## src/rtl/tarot_pkg.sv

```systemverilog
// tarot_pkg: shared deck constants, Q1.31 helpers, sequencer state encoding and LFSR setup.
package tarot_pkg;
   localparam int          DECK_SIZE = 78;
   localparam int          IDX_W     = 7;
   localparam int          WARMUP    = 16;
   localparam int          MAX_RETRY = 255;
   localparam logic [31:0] Q31_ONE   = 32'h7FFF_FFFF;
   localparam logic [31:0] LFSR_POLY = 32'h8020_0003;
   localparam logic [31:0] LFSR_SEED = 32'hACE1_ACE1;
   typedef enum logic [2:0] {
      S_IDLE,
      S_KICK,
      S_WAIT,
      S_CHECK,
      S_PRESENT,
      S_FINISH
   } state_t;
endpackage

```

## src/rtl/tarot_idx_map.sv

```systemverilog
// tarot_idx_map: maps a Henon state pair to a card index (scaled top half of x) and orientation.
module tarot_idx_map
   import tarot_pkg::*;
#(
   parameter int DECK_SIZE = tarot_pkg::DECK_SIZE,
   parameter int IDX_W     = tarot_pkg::IDX_W
) (
   input  logic [15:0]      x_hi,
   input  logic             x_lsb,
   input  logic             y_msb,
   output logic [IDX_W-1:0] idx,
   output logic             rev
);
   assign idx = IDX_W'((32'(x_hi) * 32'(DECK_SIZE)) >> 16);
   assign rev = y_msb ^ x_lsb;
endmodule

```

## src/rtl/tarot_draw_sequencer.sv

```systemverilog
// tarot_draw_sequencer: drives a henon_map_q31 core to deal distinct cards; TAROT_LFSR_PERTURB_EN adds LFSR perturbation.
module tarot_draw_sequencer
   import tarot_pkg::*;
#(
   parameter int DECK_SIZE = tarot_pkg::DECK_SIZE,
   parameter int WARMUP    = tarot_pkg::WARMUP,
   parameter int MAX_RETRY = tarot_pkg::MAX_RETRY,
   parameter int IDX_W     = tarot_pkg::IDX_W
) (
   input  logic             clk,
   input  logic             rst,
   input  logic             cfg_start,
   input  logic [31:0]      seed_x,
   input  logic [31:0]      seed_y,
   input  logic [31:0]      coef_a,
   input  logic [31:0]      coef_b,
   input  logic [IDX_W-1:0] num_cards,
   output logic             busy,
   output logic             card_valid,
   input  logic             card_ready,
   output logic [IDX_W-1:0] card_idx,
   output logic             card_reversed,
   output logic             draw_done,
   output logic             draw_err,
   output logic             core_start,
   output logic [31:0]      core_x,
   output logic [31:0]      core_y,
   output logic [31:0]      core_a,
   output logic [31:0]      core_b,
   output logic [31:0]      core_perturb,
   input  logic [31:0]      core_x_out,
   input  logic [31:0]      core_y_out,
   input  logic             core_done
);
   state_t                 state_q, state_d;
   logic [31:0]            x_q, x_d, y_q, y_d, a_q, a_d, b_q, b_d;
   logic [DECK_SIZE-1:0]   used_q, used_d;
   logic [15:0]            warm_q, warm_d, retry_q, retry_d;
   logic [IDX_W-1:0]       target_q, target_d, count_q, count_d, card_idx_q, card_idx_d;
   logic                   card_rev_q, card_rev_d, err_q, err_d;
   logic [IDX_W-1:0]       map_idx;
   logic                   map_rev;

   tarot_idx_map #(.DECK_SIZE(DECK_SIZE), .IDX_W(IDX_W)) u_map (
      .x_hi  (x_q[31:16]),
      .x_lsb (x_q[0]),
      .y_msb (y_q[31]),
      .idx   (map_idx),
      .rev   (map_rev)
   );

   // Next-state and datapath updates for the draw sequence.
   always_comb begin
      state_d    = state_q;
      x_d        = x_q;
      y_d        = y_q;
      a_d        = a_q;
      b_d        = b_q;
      used_d     = used_q;
      warm_d     = warm_q;
      retry_d    = retry_q;
      target_d   = target_q;
      count_d    = count_q;
      card_idx_d = card_idx_q;
      card_rev_d = card_rev_q;
      err_d      = err_q;
      case (state_q)
         S_IDLE: if (cfg_start) begin
            x_d      = seed_x;
            y_d      = seed_y;
            a_d      = coef_a;
            b_d      = coef_b;
            target_d = (num_cards > IDX_W'(DECK_SIZE)) ? IDX_W'(DECK_SIZE) : num_cards;
            used_d   = '0;
            warm_d   = '0;
            retry_d  = '0;
            count_d  = '0;
            err_d    = 1'b0;
            state_d  = (target_d == '0) ? S_FINISH : S_KICK;
         end
         S_KICK: state_d = S_WAIT;
         S_WAIT: if (core_done) begin
            x_d = core_x_out;
            y_d = core_y_out;
            if (warm_q < 16'(WARMUP)) begin
               warm_d  = warm_q + 16'd1;
               state_d = S_KICK;
            end else begin
               state_d = S_CHECK;
            end
         end
         S_CHECK: if (used_q[map_idx]) begin
            retry_d = retry_q + 16'd1;
            err_d   = retry_d > 16'(MAX_RETRY);
            state_d = err_d ? S_FINISH : S_KICK;
         end else begin
            used_d[map_idx] = 1'b1;
            retry_d         = '0;
            card_idx_d      = map_idx;
            card_rev_d      = map_rev;
            state_d         = S_PRESENT;
         end
         S_PRESENT: if (card_ready) begin
            count_d = count_q + 1'b1;
            state_d = (count_d == target_q) ? S_FINISH : S_KICK;
         end
         S_FINISH: state_d = S_IDLE;
         default: state_d = S_IDLE;
      endcase
   end

   // State and datapath registers, cleared asynchronously.
   always_ff @(posedge clk or posedge rst) begin
      if (rst) begin
         state_q    <= S_IDLE;
         x_q        <= '0;
         y_q        <= '0;
         a_q        <= '0;
         b_q        <= '0;
         used_q     <= '0;
         warm_q     <= '0;
         retry_q    <= '0;
         target_q   <= '0;
         count_q    <= '0;
         card_idx_q <= '0;
         card_rev_q <= 1'b0;
         err_q      <= 1'b0;
      end else begin
         state_q    <= state_d;
         x_q        <= x_d;
         y_q        <= y_d;
         a_q        <= a_d;
         b_q        <= b_d;
         used_q     <= used_d;
         warm_q     <= warm_d;
         retry_q    <= retry_d;
         target_q   <= target_d;
         count_q    <= count_d;
         card_idx_q <= card_idx_d;
         card_rev_q <= card_rev_d;
         err_q      <= err_d;
      end
   end

   assign busy          = state_q != S_IDLE;
   assign core_start    = state_q == S_KICK;
   assign card_valid    = state_q == S_PRESENT;
   assign draw_done     = state_q == S_FINISH;
   assign draw_err      = draw_done & err_q;
   assign card_idx      = card_idx_q;
   assign card_reversed = card_rev_q;
   assign core_x        = x_q;
   assign core_y        = y_q;
   assign core_a        = a_q;
   assign core_b        = b_q;

`ifdef TAROT_LFSR_PERTURB_EN
   logic [31:0] lfsr_q, lfsr_d;

   // Galois LFSR step on every core completion.
   always_comb begin
      lfsr_d = core_done ? ((lfsr_q >> 1) ^ (lfsr_q[0] ? LFSR_POLY : 32'h0)) : lfsr_q;
   end

   // LFSR register.
   always_ff @(posedge clk or posedge rst) begin
      if (rst) lfsr_q <= LFSR_SEED;
      else     lfsr_q <= lfsr_d;
   end

   assign core_perturb = 32'($signed(lfsr_q) >>> 12);
`else
   assign core_perturb = '0;
`endif
endmodule

```

## config.mk

```make
export PLATFORM = sky130hd
export DESIGN_NAME = tarot_draw_sequencer
export DESIGN_NICKNAME = d
export VERILOG_FILES = /design/src/rtl/tarot_pkg.sv /design/src/rtl/tarot_idx_map.sv /design/src/rtl/tarot_draw_sequencer.sv
export SDC_FILE = /design/constraint.sdc
export NUM_CORES = 1
export LEC_CHECK = 0
export CAP_MARGIN = 0
export CORE_ASPECT_RATIO = 0.9
export CORE_MARGIN = 2
export CORE_UTILIZATION = 40
export DETAILED_ROUTE_END_ITERATION = 12
export HOLD_SLACK_MARGIN = 0.08
export PLACE_DENSITY = 0.79
export SLEW_MARGIN = 5
export SYNTH_ARGS = -nofsm -noshare
export SYNTH_HDL_FRONTEND = slang
export SYNTH_SLANG_ARGS = --single-unit
```

## constraint.sdc

```tcl
create_clock -name clk -period 10.2 [get_ports clk]
set_input_delay 2.04 -clock clk [delete_from_list [all_inputs] [get_ports clk]]
set_output_delay 2.04 -clock clk [all_outputs]
set_load 0.02 [all_outputs]
```

==> flow_metrics.env <==
export IMPL_status="finished clean"
export IMPL_grt_max_degree=142
export IMPL_startpoint_type="flip-flop"
export IMPL_worstPathRequired_ns=10.66
export IMPL_drt_wl_total_um=38700
export IMPL_slowest_stage="nor2_1"
export IMPL_end_kind="flip-flop"
export IMPL_synthTopCellsByArea="dfrtp_1, nand2_1, o21ai_0"
export IMPL_netlist_instances=1502
export IMPL_io_pins=377
export IMPL_finalHoldViolations=0
export IMPL_worstMarginPinSlew_ns=1.09
export IMPL_clk_latency_ns=0.57
export IMPL_skew_ns=0.0116
export IMPL_ys_seq_area_frac=0.472
export IMPL_synthArstFlopShare=1.00
export IMPL_cpLargestDelayFamily="adder cells"
export IMPL_finalCritPeriodShare=0.617
export IMPL_slowest_delay_ns=0.72
export IMPL_core_area_mm2=0.0343
export IMPL_syn_area_per_cell_um2=9.32
export IMPL_crit_top_cell="inv_1"
export IMPL_mostFrequentLayoutCell="nand2_1"
export IMPL_ant_nets=0
export IMPL_dr_max_layer_used="met4"
export IMPL_path_class="reg -> reg"
export IMPL_synthDistinctLibCells=79
export IMPL_rows=64
export IMPL_final_nets=2083
export IMPL_synth_ff_type="dfrtp_1"
export IMPL_cap_violations=0
export IMPL_cts_sinks=264
export IMPL_rr_startpoint="core_x[22]"
export IMPL_start_util=0.408
export IMPL_cts_hold_buf=0
export IMPL_cts_tree="done"
export IMPL_crit_fanout=15
export IMPL_routed_via_density=5.17
export IMPL_final_cell_mix="nand2_1, clkdlybuf4s50_1, dfrtp_1, o21ai_0, inv_1"
export IMPL_dieArea_mm2=0.0365
export IMPL_syn2layout_area_growth_pct=33.1
export IMPL_cts_buffers=29
export IMPL_grt_ovfl_total=0
export IMPL_htreeDepth=1
export IMPL_slew_headroom=0.274
export IMPL_setup_tns_ns=0
export IMPL_path_clk_slew_ns=0.06
export IMPL_drc=0
export IMPL_fp_dieH_um=181
export IMPL_setup_viol=0
export IMPL_wl_per_cell_um=16.9
export IMPL_groute_usage_overall=0.212
export IMPL_crit_path_start="core_x[22]"
export IMPL_reg2reg_slack_ns=3.91
export IMPL_crit_chain="inv_1 > fa_1 > inv_1 > ha_1 > inv_1 > fa_1 > inv_1 > ha_1 > and4_1 > a31o_2 > a22o_1 > nand3_1 > o31ai_1 > nor2_1 > mux4_2 > and3_1 > a21oi_1 > o211a_4 > nand2_1 > a31o_2"
export IMPL_drv_slew=0
export IMPL_drtIter0Drc=1005
export IMPL_dp_hpwl_um=28200
export IMPL_met2WireLength_um=18600
export IMPL_synth_edf_count=0
export IMPL_antenna_found_initial=0
export IMPL_yosysTopAreaCellShare=0.472
export IMPL_grt_pass1_vias=12152
export IMPL_synth_area_mm2=0.0140
export IMPL_period_minus_slack_ns=6.29
export IMPL_gp_congestion=0.890
export IMPL_first_pass_iters=6
export IMPL_rsz0062_at_grt="false"
export IMPL_ys_seq_elements=264
export IMPL_crit_buf_inv=4
export IMPL_yosys_area_top_type="dfrtp_1"
export IMPL_clock_root_buffer="clkbuf_16"
export IMPL_wl_met1_um=15800
export IMPL_drive_above_1_share=0.0566
export IMPL_critical_path_arrival_ns=6.75
export IMPL_yosys_warnings=0
export IMPL_diodes=0
export IMPL_cts_setup_buffers=0
export IMPL_fmaxAchievable_mhz=159
export IMPL_wl_met3_um=3450
export IMPL_min_from="core_a[2]"
export IMPL_die_w_um=201
export IMPL_clockBufferDepth=3
export IMPL_numPortBuffers=344
export IMPL_cts_repair_resized=0
export IMPL_hp_class="reg -> reg"
export IMPL_grt_pass1_wl_um=63600
export IMPL_vias=11876
-- layout make-up --
class / instances / area (um^2)
repair buffers: 354 / 3520
clock inverters: 7 / 68.8
flip-flops and latches: 264 / 6610
multi-input cells: 1065 / 6610
inverters: 100 / 383
clock buffers: 46 / 870
fillers: 3074 / 15600
well taps: 462 / 578
-- through the flow --
stage | setup WS, ns | instance area (um^2) | cells | utilization | hold slack [ns]
2_1_floorplan | 0.891 | 14100 | 1533 | - | 0.444
3_3_place_gp | 4.11 | 17700 | 2245 | 0.516 | 0.456
3_5_place_dp | 3.97 | 17700 | 2245 | 0.516 | 0.462
4_1_cts | 3.91 | 18600 | 2298 | 0.544 | 0.477
5_1_grt | 3.39 | 18600 | 2298 | 0.544 | 0.497
6_report | 3.91 | 18600 | 2298 | 0.544 | 0.471
-- sequential cells by signal, indices dropped and copies added (netlist names), 16 cells and up --
register,cells
retry_q,16
core_x,32
used_q,78
warm_q,16
core_y,32
core_a,32
core_b,32
-- logic make-up (layout without fill, tap and decap cells) --
group | count (synthesis) | in the layout | share of synthesized area
AO/OA/AOI/OAI | 291 | 291 | 0.129
XOR/XNOR | 19 | 19 | 0.0119
adder cells (fa/ha/maj) | 65 | 65 | 0.0720
buffers and inverters | 204 | 507 | 0.0656
flip-flops | 264 | 264 | 0.472
multiplexers | 92 | 92 | 0.0771
other | 1 | 32 | 0.000268
AND/OR/NAND/NOR | 566 | 566 | 0.172
-- worst reg2reg max path, cell delays in order (launching register included) --
cell and delay (ns):
dfrtp_1 0.41, inv_1 0.13, fa_1 0.56, inv_1 0.05, ha_1 0.26, inv_1 0.05, fa_1 0.53, inv_1 0.05
ha_1 0.32, and4_1 0.23, a31o_2 0.29, a22o_1 0.32, nand3_1 0.11, o31ai_1 0.08, nor2_1 0.72, mux4_2 0.60
and3_1 0.20, a21oi_1 0.27, o211a_4 0.32, nand2_1 0.35, a31o_2 0.36
-- per-layer routing --
layer / vias up / global-route usage
li1: 5654 / -
met1: 5724 / 0.268
met2: 440 / 0.356
met3: 58 / 0.0660
met4: 0 / 0.0535
met5: - / 0
-- cell usage after synthesis (3+ instances only) --
cell type,instances
and4_1,4
clkbuf_1,56
o21ai_2,8
nor3b_1,4
buf_1,6
fa_1,26
buf_4,35
xor2_1,11
nand2_1,399
mux2i_1,73
nor4_1,7
a31oi_1,19
nor3_1,12
dfrtp_1,264
o211ai_1,7
a31o_2,3
buf_2,5
and2_1,6
nand3_1,35
nor2b_1,3
nor2_1,46
o22ai_1,16
or2_2,4
o31a_1,4
mux4_2,12
o21ai_0,153
inv_1,100
mux2_2,7
xnor2_1,8
a21o_1,5
o2bb2ai_1,5
a211oi_1,5
nand4_1,17
ha_1,39
a21oi_1,27
and3_1,15
-- path summary, 6_finish.rpt --
path | end | cells past startpoint
worst max-delay path | err_q | 20
worst min-delay path | core_a[2] | 2
worst max register to register | err_q | 20
worst min register to register | core_a[2] | 2
max in group asynchronous | used_q[35] | 3
min in group asynchronous | core_y[3] | 2
Power is not shown: default switching activity piles up to over one toggle a cycle in this logic, so the estimate is an artifact.
